$ cat config.mk
export PLATFORM = sky130hd
export DESIGN_NAME = prm_oblgc_sched
export DESIGN_NICKNAME = d
export VERILOG_FILES = /design/src/rtl/prm_oblgc_pkg.sv /design/src/rtl/prm_rr_arb.sv /design/src/rtl/prm_oblgc_sched.sv
export SDC_FILE = /design/constraint.sdc
export NUM_CORES = 1
export LEC_CHECK = 0
export CAP_MARGIN = 20
export CORE_MARGIN = 2
export CORE_UTILIZATION = 41
export DETAILED_ROUTE_END_ITERATION = 16
export GPL_ROUTABILITY_DRIVEN = 1
export PLACE_DENSITY = 0.86
export SYNTH_ARGS = -nofsm -noshare
export SYNTH_HDL_FRONTEND = slang
export SYNTH_HIERARCHICAL = 1
export SYNTH_SLANG_ARGS = --single-unit
$ cat constraint.sdc
create_clock -name clk -period 2.9 [get_ports clk]
set_clock_uncertainty 0.15 [all_clocks]
set_input_delay 0.29 -clock clk [delete_from_list [all_inputs] [get_ports clk]]
set_output_delay 0.29 -clock clk [all_outputs]
set_load 0.01 [all_outputs]
$ cat src/rtl/prm_oblgc_pkg.sv
// rtl/prm_oblgc_pkg.sv - shared types and constants for the PRM obstacle-logic checker sequencer
package prm_oblgc_pkg;

  typedef enum logic [1:0] {
    IDLE = 2'd0,
    SCAN = 2'd1,
    RESP = 2'd2
  } oblgc_state_e;

  localparam int PRM_VEC_W   = 15;
  localparam int PRM_NUM_CHK = 64;

endpackage

$ cat src/rtl/prm_rr_arb.sv
// rtl/prm_rr_arb.sv - round-robin arbiter, one-hot grant plus encoded id, search starts at ptr
module prm_rr_arb #(
  parameter int NUM_REQ = 4,
  parameter int ID_W    = (NUM_REQ > 1) ? $clog2(NUM_REQ) : 1
) (
  input  logic [NUM_REQ-1:0] req,
  input  logic [ID_W-1:0]    ptr,
  input  logic               en,
  output logic [NUM_REQ-1:0] gnt,
  output logic [ID_W-1:0]    id,
  output logic               any
);

  logic [ID_W-1:0] k;

  always_comb begin
    gnt = '0;
    id  = '0;
    any = 1'b0;
    k   = '0;
    for (int i = 0; i < NUM_REQ; i++) begin
      k = ID_W'((int'(ptr) + i) % NUM_REQ);
      if (en && !any && req[k]) begin
        any    = 1'b1;
        gnt[k] = 1'b1;
        id     = k;
      end
    end
  end

endmodule

$ cat src/rtl/prm_oblgc_sched.sv
// rtl/prm_oblgc_sched.sv - arbitrates edge-check requests and walks one code across the checker bank
// Optional PRM_OBLGC_EARLY_EXIT_EN: stop the scan at the first flagged checker.
module prm_oblgc_sched
  import prm_oblgc_pkg::*;
#(
  parameter int NUM_REQ = 4,
  parameter int NUM_CHK = PRM_NUM_CHK,
  parameter int VEC_W   = PRM_VEC_W,
  parameter int IDX_W   = $clog2(NUM_CHK),
  parameter int ID_W    = (NUM_REQ > 1) ? $clog2(NUM_REQ) : 1
) (
  input  logic                     clk,
  input  logic                     rst,
  input  logic [NUM_REQ-1:0]       req_valid,
  input  logic [NUM_REQ*VEC_W-1:0] req_vec,
  output logic [NUM_REQ-1:0]       req_ready,
  output logic [VEC_W-1:0]         chk_vec,
  output logic [IDX_W-1:0]         chk_idx,
  input  logic                     chk_mask,
  output logic                     rsp_valid,
  input  logic                     rsp_ready,
  output logic [ID_W-1:0]          rsp_id,
  output logic                     rsp_blocked,
  output logic [IDX_W-1:0]         rsp_hit_idx,
  output logic [IDX_W:0]           rsp_hit_cnt,
  output logic                     busy
);

  oblgc_state_e state, state_nxt;

  logic [VEC_W-1:0]   vec_q, sel_vec;
  logic [IDX_W-1:0]   idx_q, hit_idx_q;
  logic [IDX_W:0]     hit_cnt_q;
  logic [ID_W-1:0]    id_q, rr_ptr, gnt_id;
  logic [NUM_REQ-1:0] gnt;
  logic               gnt_any, arb_en, blocked_q, scan_last;

  // Gating with rst keeps the grant low while reset is held, not just after it.
  assign arb_en = (state == IDLE) && !rst;

  prm_rr_arb #(
    .NUM_REQ (NUM_REQ),
    .ID_W    (ID_W)
  ) u_arb (
    .req (req_valid),
    .ptr (rr_ptr),
    .en  (arb_en),
    .gnt (gnt),
    .id  (gnt_id),
    .any (gnt_any)
  );

  always_comb begin
    sel_vec = '0;
    for (int r = 0; r < NUM_REQ; r++) begin
      if (gnt[r]) sel_vec = req_vec[r*VEC_W +: VEC_W];
    end
  end

`ifdef PRM_OBLGC_EARLY_EXIT_EN
  assign scan_last = (idx_q == IDX_W'(NUM_CHK - 1)) || chk_mask;
`else
  assign scan_last = (idx_q == IDX_W'(NUM_CHK - 1));
`endif

  always_ff @(posedge clk or posedge rst) begin
    if (rst) state <= IDLE;
    else     state <= state_nxt;
  end

  always_comb begin
    state_nxt = state;
    case (state)
      IDLE:    if (gnt_any) state_nxt = SCAN;
      SCAN:    if (scan_last) state_nxt = RESP;
      RESP:    if (rsp_ready) state_nxt = IDLE;
      default: state_nxt = IDLE;
    endcase
  end

  always_ff @(posedge clk or posedge rst) begin
    if (rst) begin
      rr_ptr    <= '0;
      vec_q     <= '0;
      id_q      <= '0;
      idx_q     <= '0;
      blocked_q <= 1'b0;
      hit_idx_q <= '0;
      hit_cnt_q <= '0;
    end else begin
      case (state)
        IDLE: begin
          if (gnt_any) begin
            vec_q     <= sel_vec;
            id_q      <= gnt_id;
            idx_q     <= '0;
            blocked_q <= 1'b0;
            hit_idx_q <= '0;
            hit_cnt_q <= '0;
            rr_ptr    <= (gnt_id == ID_W'(NUM_REQ - 1)) ? '0 : gnt_id + 1'b1;
          end
        end
        SCAN: begin
          if (chk_mask) begin
            hit_cnt_q <= hit_cnt_q + 1'b1;
            if (!blocked_q) begin
              blocked_q <= 1'b1;
              hit_idx_q <= idx_q;
            end
          end
          if (!scan_last) idx_q <= idx_q + 1'b1;
        end
        default: ;
      endcase
    end
  end

  assign req_ready   = gnt;
  assign chk_vec     = (state == SCAN) ? vec_q : '0;
  assign chk_idx     = (state == SCAN) ? idx_q : '0;
  assign rsp_valid   = (state == RESP);
  assign rsp_id      = id_q;
  assign rsp_blocked = blocked_q;
  assign rsp_hit_idx = hit_idx_q;
  assign rsp_hit_cnt = hit_cnt_q;
  assign busy        = (state != IDLE);

endmodule

# == Yosys cells after proc, flatten, opt, wreduce, memory -nomap -nowiden ==
# Cells that the tools add are included.
# op_classes
n_lt_le_gt_ge,8
n_bitwise,3
muxes,51
n_eq_ne,10
n_reduce_logical,24
add_sub_neg,6
# op_table
operator,n
$mux 15,5
$mux 6,5
$pmux 6 s2,2
$mux 2,8
$mux 4,4
$mux 1,14
$mux 7,2
$pmux 7 s2,1
$logic_and 1x1->1,12
$lt 2x3->1 const B,4
$or 4x4->4,3
$ne 2x2->1 const B,5
$reduce_and 3->1,3
$bmux 1 s2,4
$demux 1 s2,4
$ge 2x1->1 const B,4
$add 7x1->7 const B,1
$add 6x1->6 const B,1
$eq 6x6->1 const B,1
$pmux 2 s3,1
$add 2x1->2 const B,2
$add 2x2->2 const B,2
$eq 2x2->1 const B,2
$logic_not 1->1,4
other kinds (7),8
# totals
out_inout_bits,43
wordCells,110
regBits,41
inputBits,68

# == Longest topological paths before layout ==
# logic_depth
depth_word,20
mapped_depth,13
mapped_depth_nobuf,10

# == Cells and area by module ==
# Netlist, hierarchy kept.
# by_module_without_submodules
mod,area_each_um2,n_inst,cells_per_inst,seq_area_each_um2
prm_oblgc_sched,2504.9,1,283,1026.0
prm_rr_arb,564.3,1,66,0.0

# == Least setup slack after synthesis ==
# OpenSTA, ideal clock, no wires.
# synth_timing
path_type,flip-flop to flip-flop
start,register rr_ptr[0]
end,register vec_q[10]
setup_time_ps,77
period_less_slack_ps,3263
required_ps,2673
path_slack_ps,-363
path_stages_with_launch,12
path_buffers,3
arrival_ps,3035
path_cell_list,dfrtp_1 buf_6 buf_4 inv_1 ha_1 mux4_2 nor4b_2 a221o_1 clkbuf_1 a21oi_1 a221o_1 a21oi_1
# synth_via
elab_cells_between_ends,57
classes_between,3 x add/sub; 8 x order compare; 28 x mux; 3 x bitwise; 15 x reduce/logical
# synth_rtl
item,line,source
start: declaration,prm_oblgc_sched.sv:34,"logic [ID_W-1:0] id_q, rr_ptr, gnt_id;"
start signal: assignment,prm_oblgc_sched.sv:100,rr_ptr <= (gnt_id == ID_W'(NUM_REQ - 1)) ? '0 : gnt_id + 1'b1;
branches (longest 15 deep; another with $lt 2x3->1),n/a,
$mux 4 (*),prm_rr_arb.sv:23,if (en && !any && req[k]) begin
named net req_ready[1],prm_oblgc_sched.sv:16,"output logic [NUM_REQ-1:0] req_ready,"
$mux 15 (*) (3 in series),prm_oblgc_sched.sv:56,if (gnt[r]) sel_vec = req_vec[r*VEC_W +: VEC_W];
end signal: assignment,prm_oblgc_sched.sv:94,vec_q <= sel_vec;
end: declaration,prm_oblgc_sched.sv:31,"logic [VEC_W-1:0] vec_q, sel_vec;"
# Mark *: on every way through the listed nets, which the timed path passes. The select of a mux whose other input is x is not followed.
# A chain may end at the register's enable or synchronous reset.

# == Worst setup path after layout ==
# layout_timing
start,register rr_ptr[0]
end,register vec_q[8]
# layout_via
elab_chain_len,20
elab_cells_between_ends,57
classes_between,3 x add/sub; 8 x order compare; 28 x mux; 3 x bitwise; 15 x reduce/logical
# layout_rtl
item
branches (longest 20 deep; another with $lt 2x3->1)
# Parallel ways; which one is timed is not known. The select of a mux whose other input is x is not followed.

==> flow_summary.ini <==
[outcome]
outcome = completed

[layout]
finish.utilization_pct = 63.58
nets = 560
area_delta_synth_final_pct = 50.26
drive_gt1_share_pct = 16.56
fillers = 625
diodes = 0
finalInstanceArea_um2 = 4612

[cts]
cts_root_buf = clkbuf_8
htreeDepth = 2
clkTransAtPathRegs_ps = 80
cts_tree = yes
cts.sinks = 41
numCtsBuffers = 5
clk_latency_ps = 290
cts_max_path_buffers = 2

[detailed_routing]
dr.pass1.iters = 4
ant_nets = 0
routed_via_density = 5.430
drc = 0
drt-total-wl_um = 8961
drtIter0Drc = 123
wl_per_cell_um = 15.40
vias = 3160

[synth]
synth_edf_count = 0
synth_warnings = 6
syn_inst = 349
synth_nets = 427
syn-cell-area_um2 = 3069
synthDistinctLibCells = 52
synth_seq_cells = 41
synth_ff_type = dfrtp_1
ys_seq_area_share_pct = 33.43
avgSynthCellArea_um2 = 8.794
async_flop_share_pct = 100.0

[sta]
rsz0062_at_grt = true
fin_crit_ps = 2838
setup_viol = 0
fmax_mhz = 352.3
slew_headroom_pct = 52.47
worstMarginPinSlew_ps = 708.5
hold_violations = 0
min_period_over_period_pct = 97.88
maxSlewViolCount = 0
setup_ws_ps = 61.53

[die]
die_w_um = 90.52
num_rows = 31
die_area_um2 = 8194
initial_core_util_pct = 42.31
coreArea_um2 = 7253
ios = 111
die_y_um = 90.52

[worst_setup_path]
critPathKind = reg2reg
end_kind = register
critPathArrivalTime_ps = 2900
path_max_fanout = 30
required_ps = 2960
critical_path.startpoint_type = register

[global_route]
grt_max_degree = 31
track_usage_pct = 22.07
grt_pass1_wl_um = 15030
grt_overflow_total = 0
grt_pass1_vias = 3205
antenna_found_initial = 0

[placement]
hpwl_um = 6952
place.port_buffers = 110
pre_cts_slack_ps = -222.8
routabilityCongestion = 0.9626
dpl_cell_area_um2 = 4466

[pwr]
p_per_area_nw_per_um2 = 864.1
leakage_uw = 0.001951
vdd_drop_max_mv = 0.5147

[job]
cap_violations = 0

[hold_path]
hold_path.class = in2async
-- registers in the layout (all words and copies together) (netlist names) --
register	count
vec_q	15
rsp_hit_idx	6
idx_q	6
state	2
rr_ptr	2
rsp_blocked	1
rsp_id	2
rsp_hit_cnt	7
-- stage by stage --
step                TNS [ps]  cells  hold slack, ps  power (µW)
floorplan              -1705    349           317.8        2442
global placement       -2781    568           328.0        3471
detailed placement     -4966    568           336.9        3572
CTS                        0    580           235.9        3971
global route          -269.5    582           271.9        4279
finish                     0    582           223.9        3985
-- cell usage in the layout, fill, tap and decap left out, types with 3 or more instances in the layout --
| cell | count |
|---|---|
| a21oi_1 | 51 |
| buf_4 | 36 |
| nor2b_1 | 4 |
| ha_1 | 9 |
| buf_6 | 3 |
| buf_12 | 3 |
| inv_1 | 22 |
| o21ai_0 | 3 |
| clkbuf_8 | 5 |
| dfrtp_1 | 39 |
| or3_1 | 4 |
| and2_1 | 20 |
| mux2_2 | 10 |
| nor2_1 | 21 |
| a221o_1 | 21 |
| o21ai_1 | 4 |
| o211ai_1 | 6 |
| clkdlybuf4s50_1 | 105 |
| nand3_1 | 10 |
| nand2b_1 | 3 |
| nand3b_1 | 18 |
| mux4_2 | 3 |
| mux2i_1 | 6 |
| nand2_1 | 26 |
| a22oi_1 | 4 |
-- synth_stat cells, types with 6 or more instances --
master	instances	area, µm²
a21oi_1	52	260.3
a221o_1	21	210.2
and2_1	20	125.1
buf_6	6	67.56
clkbuf_1	12	45.04
dfrtp_1	41	1026
ha_1	10	125.1
inv_1	25	93.84
mux2_2	10	112.6
mux2i_1	6	60.06
nand2_1	26	97.59
nand3_1	10	50.05
nand3b_1	18	135.1
nor2_1	21	78.83
o211ai_1	6	45.04
-- layer usage --
| metal | routed length [µm] | part of all wire [%] | global-route usage [%] | vias to the layer above |
|---|---|---|---|---|
| met3 | 519 | 5.8 | 4.341 | 18 |
| li1 | - | - | - | 1530 |
| met2 | 4473 | 50 | 38.87 | 113 |
| met5 | 0 | 0 | 0 | - |
| met1 | 3761 | 42 | 27.32 | 1499 |
| met4 | 206 | 2.3 | 6.410 | 0 |
-- cell type report --
cell class / count / area [µm²] / area share (%)
clock buffers: 6 / 72.57 / 1.574
flip-flops and latches: 41 / 1028 / 22.30
inverters: 25 / 96.34 / 2.089
repair buffers: 151 / 1446 / 31.36
multi-input cells: 258 / 1829 / 39.66
well taps: 99 / 123.9 / 2.686
clock inverters: 2 / 15.01 / 0.3256
-- cells by family after synthesis --
family                     after synthesis  share of synthesized area, %
AOI/OAI and AO/OA                      108                         23.93
and+or+nand+nor                        121                         22.71
buffers and inverters                   50                         8.030
adders and majority gates               10                         4.077
DFF                                     41                         33.43
muxes                                   19                         7.827
-- where the power goes --
part,total [µW],internal [µW],switching [µW]
clock,365,170,196
combinational,2570,1410,1160
sequential,1050,832,219
-- worst paths after layout --
kind / startpoint / end / slack [ps] / depth (start not counted)
setup / recovery: rr_ptr[0] / vec_q[8] / 60 / 11
hold / removal: rst / vec_q[0] / 220 / 2
setup reg to reg: rr_ptr[0] / vec_q[8] / 60 / 11
hold reg to reg: rsp_id[1] / rsp_id[1] / 350 / 2
max in group asynchronous: rst / rsp_hit_cnt[0] / 1690 / 3
min in group clk: rsp_id[1] / rsp_id[1] / 350 / 2
-- timing repair --
action	4_1_cts	5_1_grt
endpoints found under the hold margin	0	0
pin swaps	7	2
resized for setup	17	6
endpoints found under the setup margin	7	21
buffers inserted	5	2
hold buffers	0	0
gates cloned	0	0
-- critical path: stages (launching register included) --
cell,delay [ps]
dfrtp_2,450
inv_4,50
ha_4,270
mux4_2,300
nor2b_4,160
a22oi_1,170
nor2b_1,60
a221o_1,320
buf_12,180
nand3b_1,160
a221o_1,340
a21oi_1,140
No activity file was read; power rests on OpenSTA's default activity.
